## config.mk

```make
export PLATFORM = sky130hd
export DESIGN_NAME = onectr_scheduler
export DESIGN_NICKNAME = d
export VERILOG_FILES = /design/src/rtl/onectr_scheduler.sv
export SDC_FILE = /design/constraint.sdc
export NUM_CORES = 1
export LEC_CHECK = 0
export BUFFER_PORTS_ARGS = -buffer_cell sky130_fd_sc_hd__buf_2
export CAP_MARGIN = 20
export CORE_AREA = 2 2 135 137
export DETAILED_ROUTE_END_ITERATION = 10
export DIE_AREA = 0 0 137 139
export PLACE_DENSITY_LB_ADDON = 0.08
export SLEW_MARGIN = 20
export SYNTH_ARGS = -nofsm -noshare
export SYNTH_HDL_FRONTEND = slang
export SYNTH_SLANG_ARGS = --single-unit
export TNS_END_PERCENT = 20
```

## constraint.sdc

```tcl
create_clock -name clk -period 1.9 [get_ports clk]
set_input_delay 0.38 -clock clk [delete_from_list [all_inputs] [get_ports clk]]
set_output_delay 0.38 -clock clk [all_outputs]
set_load 0.02 [all_outputs]
```

## src/rtl/onectr_scheduler.sv

```systemverilog
// onectr_scheduler
//   Shares a single ones-counter datapath between NREQ requesters. A
//   round-robin arbiter picks one requester and sends a one-cycle start
//   pulse plus the operand to the counter. It then waits for done, or
//   aborts with an error after TIMEOUT cycles. Finally it returns the
//   count, tagged with the requester index. Only one transaction is ever
//   in flight.
//
// Ports
//   clk           rising-edge clock
//   rst           synchronous active-low reset
//   req_valid_i   per-requester request valid
//   req_ready_o   per-requester accept (one-hot or zero, IDLE only)
//   req_data_i    packed operands, requester k at [k*INPUTSIZE +: INPUTSIZE]
//   ctr_start_o   one-cycle start pulse to the counter
//   ctr_data_o    operand to the counter, stable through START and WAIT
//   ctr_done_i    counter result valid (pulse)
//   ctr_result_i  counter population count
//   rsp_valid_o   response valid
//   rsp_ready_i   response accepted
//   rsp_id_o      requester index of the response
//   rsp_count_o   ones count (0 on timeout)
//   rsp_error_o   timeout flag
//   busy_o        high whenever the scheduler is not IDLE
module onectr_scheduler #(
  parameter int INPUTSIZE = 64,
  parameter int NREQ      = 4,
  parameter int TIMEOUT   = 255,
  localparam int CW = $clog2(INPUTSIZE + 1),
  localparam int IW = $clog2(NREQ),
  localparam int TW = $clog2(TIMEOUT + 1)
) (
  input  logic                      clk,
  input  logic                      rst,
  input  logic [NREQ-1:0]           req_valid_i,
  output logic [NREQ-1:0]           req_ready_o,
  input  logic [NREQ*INPUTSIZE-1:0] req_data_i,
  output logic                      ctr_start_o,
  output logic [INPUTSIZE-1:0]      ctr_data_o,
  input  logic                      ctr_done_i,
  input  logic [CW-1:0]             ctr_result_i,
  output logic                      rsp_valid_o,
  input  logic                      rsp_ready_i,
  output logic [IW-1:0]             rsp_id_o,
  output logic [CW-1:0]             rsp_count_o,
  output logic                      rsp_error_o,
  output logic                      busy_o
);

  typedef enum logic [1:0] {IDLE, START, WAIT, RESP} state_t;

  state_t         state;
  state_t         state_next;
  logic [IW-1:0]  last_q;
  logic [TW-1:0]  timer_q;
  logic           grant_valid;
  logic [IW-1:0]  grant_idx;
  logic [IW-1:0]  cand;
  logic           timeout_hit;

  // Round-robin winner: first valid requester found when searching
  // last+1, last+2, ... modulo NREQ. The first hit wins, so later
  // candidates cannot override it.
  always_comb begin
    grant_valid = 1'b0;
    grant_idx   = '0;
    cand        = '0;
    for (int i = 1; i <= NREQ; i++) begin
      cand = IW'((int'(last_q) + i) % NREQ);
      if (!grant_valid && req_valid_i[cand]) begin
        grant_valid = 1'b1;
        grant_idx   = cand;
      end
    end
  end

  // Timer counts completed WAIT cycles from 0. Reaching TIMEOUT-1
  // without done therefore bounds WAIT at TIMEOUT cycles.
  assign timeout_hit = (timer_q == TW'(TIMEOUT - 1));

  // State register
  always_ff @(posedge clk) begin
    if (!rst) begin
      state <= IDLE;
    end else begin
      state <= state_next;
    end
  end

  // Next-state logic; done takes priority over a simultaneous timeout
  always_comb begin
    state_next = state;
    case (state)
      IDLE:    if (grant_valid) state_next = START;
      START:   state_next = WAIT;
      WAIT:    if (ctr_done_i || timeout_hit) state_next = RESP;
      RESP:    if (rsp_ready_i) state_next = IDLE;
      default: state_next = IDLE;
    endcase
  end

  // State-decoded outputs. Ready is masked during reset so a request
  // cannot see a handshake that the FSM will never act on.
  always_comb begin
    req_ready_o = '0;
    if (rst && state == IDLE && grant_valid) begin
      req_ready_o[grant_idx] = 1'b1;
    end
    ctr_start_o = (state == START);
    rsp_valid_o = (state == RESP);
    busy_o      = (state != IDLE);
  end

  // Datapath registers. The operand and id are captured at the grant.
  // The result or error is captured when WAIT exits. The pointer moves
  // only on the response handshake, so timed-out requests advance it
  // too.
  always_ff @(posedge clk) begin
    if (!rst) begin
      ctr_data_o  <= '0;
      rsp_id_o    <= '0;
      rsp_count_o <= '0;
      rsp_error_o <= 1'b0;
      timer_q     <= '0;
      last_q      <= IW'(NREQ - 1);
    end else begin
      case (state)
        IDLE: begin
          if (grant_valid) begin
            ctr_data_o <= req_data_i[grant_idx*INPUTSIZE +: INPUTSIZE];
            rsp_id_o   <= grant_idx;
          end
        end
        START: begin
          timer_q <= '0;
        end
        WAIT: begin
          if (ctr_done_i) begin
            rsp_count_o <= ctr_result_i;
            rsp_error_o <= 1'b0;
          end else if (timeout_hit) begin
            rsp_count_o <= '0;
            rsp_error_o <= 1'b1;
          end else begin
            timer_q <= timer_q + 1'b1;
          end
        end
        RESP: begin
          if (rsp_ready_i) begin
            last_q <= rsp_id_o;
          end
        end
        default: ;
      endcase
    end
  end

endmodule

```

# After elaboration in Yosys (flattened, before gate mapping)
# Cells that the tools add are included.
[totals]
elab_cells = 77
in_bits = 271
regBits = 86
output_inout_bits = 81
[op_classes]
n_eq_ne = 9
n_mux = 30
n_addsub = 5
n_shift = 1
n_reduce_logical = 19
n_lt_le_gt_ge = 6
[op_table]
columns = ["operator", "n"]
rows = [
  ["256-bit by 9-bit indexed part select with 64-bit output", 1],
  ["8-bit 2-to-1 mux", 2],
  ["8-bit case mux with 2 select lines", 1],
  ["2-bit by 3-bit less-than comparator with 1-bit output (second input constant)", 5],
  ["2-bit 2-to-1 mux", 7],
  ["7-bit 2-to-1 mux", 2],
  ["1-bit 2-to-1 mux", 11],
  ["8-bit by 1-bit adder with 8-bit output (second input constant)", 1],
  ["1-bit binary-select mux with 2-bit select", 4],
  ["8-bit equality test (second input constant)", 1],
  ["2-bit != test (second input constant)", 4],
  ["2-bit case mux with 4 select lines", 1],
  ["1-bit logical AND", 6],
  ["2-bit AND reduction", 3],
  ["3-bit AND reduction", 2],
  ["2-bit nonzero test", 3],
  ["2-bit by 1-bit adder with 2-bit output (second input constant)", 2],
  ["2-bit adder (second input constant)", 2],
  ["2-bit equality test (second input constant)", 2],
  ["4-bit 2-to-1 mux", 1],
  ["1-bit zero test", 3],
  ["1-bit demux with 2-bit select", 1],
  ["2-bit by 1-bit equality test with 1-bit output (second input constant)", 1],
  ["2-bit by 1-bit >= comparator with 1-bit output (second input constant)", 1],
  ["other kinds (3)", 3],
]

# Depth between registers and ports, before layout
[logic_depth]
word_depth = 18
mapped_depth = 9
depth_no_buf = 7

# Least setup slack after synthesis
# Ideal clock, no wire load.
[synth_timing]
path_kind = "reg-to-output"
startpoint = "reg state[0]"
endpoint = "out req_ready_o[2]"
arrival_time_ns = 1.903
n_path_buf = 2
required_ns = 1.520
path_slack_ns = -0.383
path_stages_with_launch = 9
path_cell_list = "dfxtp_1 > inv_1 > ha_1 > inv_1 > nor2_1 > clkbuf_1 > clkbuf_1 > nand3_1 > nor2_1"
[synth_between]
elab_chain_cells = 4
[synth_lines]
columns = ["element", "line", "text"]
rows = [
  ["start: declaration", "52", "state_t state;"],
  ["start signal: assignment", "86", "state <= state_next;"],
  ["2-bit zero test", "106", "if (rst && state == IDLE && grant_valid) begin"],
  ["1-bit logical AND (2 in a row)", "106", ""],
  ["4-bit 2-to-1 mux", "106", ""],
  ["end: declaration", "36", "output logic [NREQ-1:0] req_ready_o,"],
]
# Every way passes these cells.

# Worst setup path in the final report
[layout_timing]
startpoint = "reg last_q[1]"
endpoint = "out req_ready_o[0]"
[layout_between]
elab_chain_cells = 18
word_cells_on_any_way = 33
classes_between = "4 x add/sub; 2 x order compare; 19 x mux; 8 x reduce/logical"
[layout_lines]
columns = ["element", "line", "text"]
rows = [
  ["start: declaration", "54", "logic [IW-1:0] last_q;"],
  ["start signal: assignment", "125", "last_q <= IW'(NREQ - 1);"],
  ["start signal: assignment", "150", "last_q <= rsp_id_o;"],
  ["2-bit by 1-bit adder with 2-bit output", "69", "cand = IW'((int'(last_q) + i) % NREQ);"],
  ["1-bit binary-select mux with 2-bit select", "70", "if (!grant_valid && req_valid_i[cand]) begin"],
  ["1-bit 2-to-1 mux (implied by the code)", "70", ""],
  ["1-bit 2-to-1 mux", "70", ""],
  ["1-bit zero test", "70", ""],
  ["1-bit logical AND", "70", ""],
  ["1-bit 2-to-1 mux", "70", ""],
  ["1-bit zero test", "70", ""],
  ["[... 2 more ...]", "--", ""],
  ["1-bit zero test", "70", ""],
  ["1-bit logical AND", "70", ""],
  ["2-bit 2-to-1 mux", "70", ""],
  ["2-bit by 3-bit less-than comparator with 1-bit output (implied by the code) or 2-bit by 1-bit >= comparator with 1-bit output (tied branches)", "107", "req_ready_o[grant_idx] = 1'b1;"],
  ["1-bit logical AND (implied by the code)", "107", ""],
  ["1-bit 2-to-1 mux (implied by the code)", "107", ""],
  ["1-bit demux with 2-bit select", "107", ""],
  ["4-bit 2-to-1 mux *", "106", ""],
]
# Every way passes the cells marked *; elsewhere a longest branch is shown, timed or not. The select of a mux whose other input is x is not followed.

==> out/qor.yml <==
post-route-drc-count: 0
cts_sinks: 86
hold_buffers: 0
fill_cells: 1806
leakage_uw: 0.00416
cp.required_ns: 1.52
finalCritPeriodShare_pct: 115
synth_cells: 647
ys_ff_latch: 86
layout_min_cycle_time_ns: 2.18
hold_path.class: "in2reg"
hpwlAfterDp_um: 16800
finalNonFillerCells: 1245
grt_setup_unrepaired: "true"
vias_per_cell: 5.08
gp_congestion: 0.774
hold_slack_ns: 0.282
synth_flop_cell: "dfxtp_1"
fin_area_mm2: 0.00846
placed_cell_area_mm2: 0.00775
peakVddDrop_mv: 0.694
dieArea_mm2: 0.0190
rows: 49
synth_top_area_share_pct: 32.1
total_power_uw: 9460
drive_above_1_share_pct: 47.0
grt_use_total_pct: 23.0
first_global_vias: 6185
cts-root-buf: "clkbuf_16"
antenna_left: 0
syn-num-nets: 925
portBuffers: 351
cap_violations: 0
yosysTopAreaCell: "dfxtp_1"
drv_slew: 0
powerDensity_mw_per_mm2: 1120
fin_ws_ns: -0.280
skew_ns: 0.00638
syn2layout_area_growth_pct: 57.8
yosys_warnings: 0
initial_core_util_pct: 30.4
hold_viol: 0
antenna_found_initial: 4
worstMarginPinSlew_ns: 0.448
setup_viol: 5
ctsHtreeMaxLevel: 3
drt_iter0_drc: 270
yosysSeqAreaShare_pct: 32.1
vias: 6327
ys_types: 37
failed_checks: "setup timing"
crit_arrival_ns: 1.80
dieWidth_um: 137
synthTopCellsByArea: "dfxtp_1 32%, a211oi_1 27%, mux2i_1 12%, o21ai_0 6.2%, inv_1 5.0%"
utilization_pct: 47.9
ios: 352
cts-buffers-inserted: 9
relSlewSlack_pct: 69.9
chipHeight_um: 139
placed_cells: 1213
nets: 1286
clock.fmax_mhz: 459
post_drt_wl_per_cell_um: 18.5
clkTransAtPathRegs_ns: 0.07
cp-end-kind: "primary output"
grt_first_pass_wirelength_um: 34200
cts_tree: "done"
totalWireLength_um: 23100
path_class: "reg2out"
grt_max_degree: 55
outcome: "finished with violations"
dr.pass1.iters: 7
syn_area_mm2: 0.00536
clk_latency_ns: 0.35
clock_path_buffers: 2
synthArstFlopShare_pct: 0
path_max_fanout: 4
syn_avg_cell_area_um2: 8.28
grt_overflow: 0
core_area_mm2: 0.0177
synth_edf_count: 0
start_kind: "register"
[stage by stage]
stage	worst slack (ns)	setup TNS (ns)
after CTS	-0.309	-1.06
final	-0.280	-1.04
after detailed placement	-0.236	-8.99
after global placement	-0.225	-8.96
after global routing	-0.368	-3.22
after floorplan	-0.0377	-0.0550
[timing repair]
| action | in CTS | in global routing |
|---|---|---|
| cloned | 0 | 3 |
| setup endpoints to repair | 4 | 35 |
| setup buffers | 1 | 11 |
| pin swaps | 1 | 29 |
| resized for setup | 14 | 43 |
[Yosys cell counts, types with 2 or more instances]
cell,n
o21ai_1,2
o22ai_1,2
inv_1,72
clkbuf_1,29
and4_1,3
nor2_1,21
mux2i_1,66
nand3b_1,2
ha_1,7
a21oi_1,4
a22oi_1,7
xor2_1,6
nand4_1,2
and2_1,4
buf_2,28
buf_1,6
nand2_1,11
buf_6,3
nand3_1,8
nor2b_1,3
and3_1,3
dfxtp_1,86
o21ai_0,66
a211oi_1,193
[power by group]
part	switching, uW	internal, uW	leakage (uW)
logic	2890	1900	0.00329
registers	292	2400	0.000711
clock network	820	1160	0.000160
total	4000	5460	0.00416
[flip-flops by register name (all words and copies together) (netlist names)]
name and flops:
state 2, rsp_count_o 7, ctr_data_o 64, last_q 2, rsp_id_o 2, rsp_error_o 1, timer_q 8
[path summary, 6_finish.rpt]
check / endpoint / depth (start not counted) / slack [ns] / startpoint
hold reg to reg: rsp_count_o[3] / 2 / 0.50 / rsp_count_o[3]
setup reg to reg: ctr_data_o[58] / 9 / 0 / last_q[1]
hold / removal: rsp_count_o[3] / 3 / 0.28 / ctr_result_i[3]
setup / recovery: req_ready_o[0] / 6 / -0.28 / last_q[1]
[logic make-up (layout without fill, tap and decap cells)]
family	Yosys count	in the layout	synth area share (%)
AOI/OAI and AO/OA	282	282	36.2
xor gates and xnor gates	6	6	0.980
adders and majority gates	7	7	1.63
buffers and inverters	139	505	10.9
DFF	86	86	32.1
muxes	66	66	12.3
other	0	3	0
and+or+nand+nor	61	61	5.91
[cell usage in the layout (no fill, tap or decap), drive strengths merged, types with 5 or more instances in the layout]
master,n
a211oi,193
a21oi,5
a22oi,7
buf,414
clkbuf,12
dfxtp,86
ha,7
inv,74
mux2i,66
nand2,11
nand3,8
nor2,21
o21ai,68
xor2,6
[final cells by class]
cell class,count,area (um2),area share [%]
clock inverters,7,96.3,1.14
diodes,3,7.51,0.0888
inverters,72,270,3.20
flip-flops and latches,86,1730,20.4
clock buffers,9,225,2.66
multi-input cells,422,3280,38.8
well taps,229,287,3.39
repair buffers,417,2570,30.4
[per-layer routing]
layer,track usage (%),vias up,part of all wire [%]
met2,38.8,264,50
met5,0,-,0.056
met4,6.89,2,1.4
met3,5.96,23,8.4
met1,28.5,2883,40
li1,-,3155,-
[critical path, stage by stage (launching register included)]
cell	delay [ns]
dfxtp_4	0.35
and2_4	0.13
o32a_1	0.30
nor2b_4	0.15
nand3b_1	0.26
nor2_4	0.14
buf_6	0.12
Power figures use the tool's default switching activity.
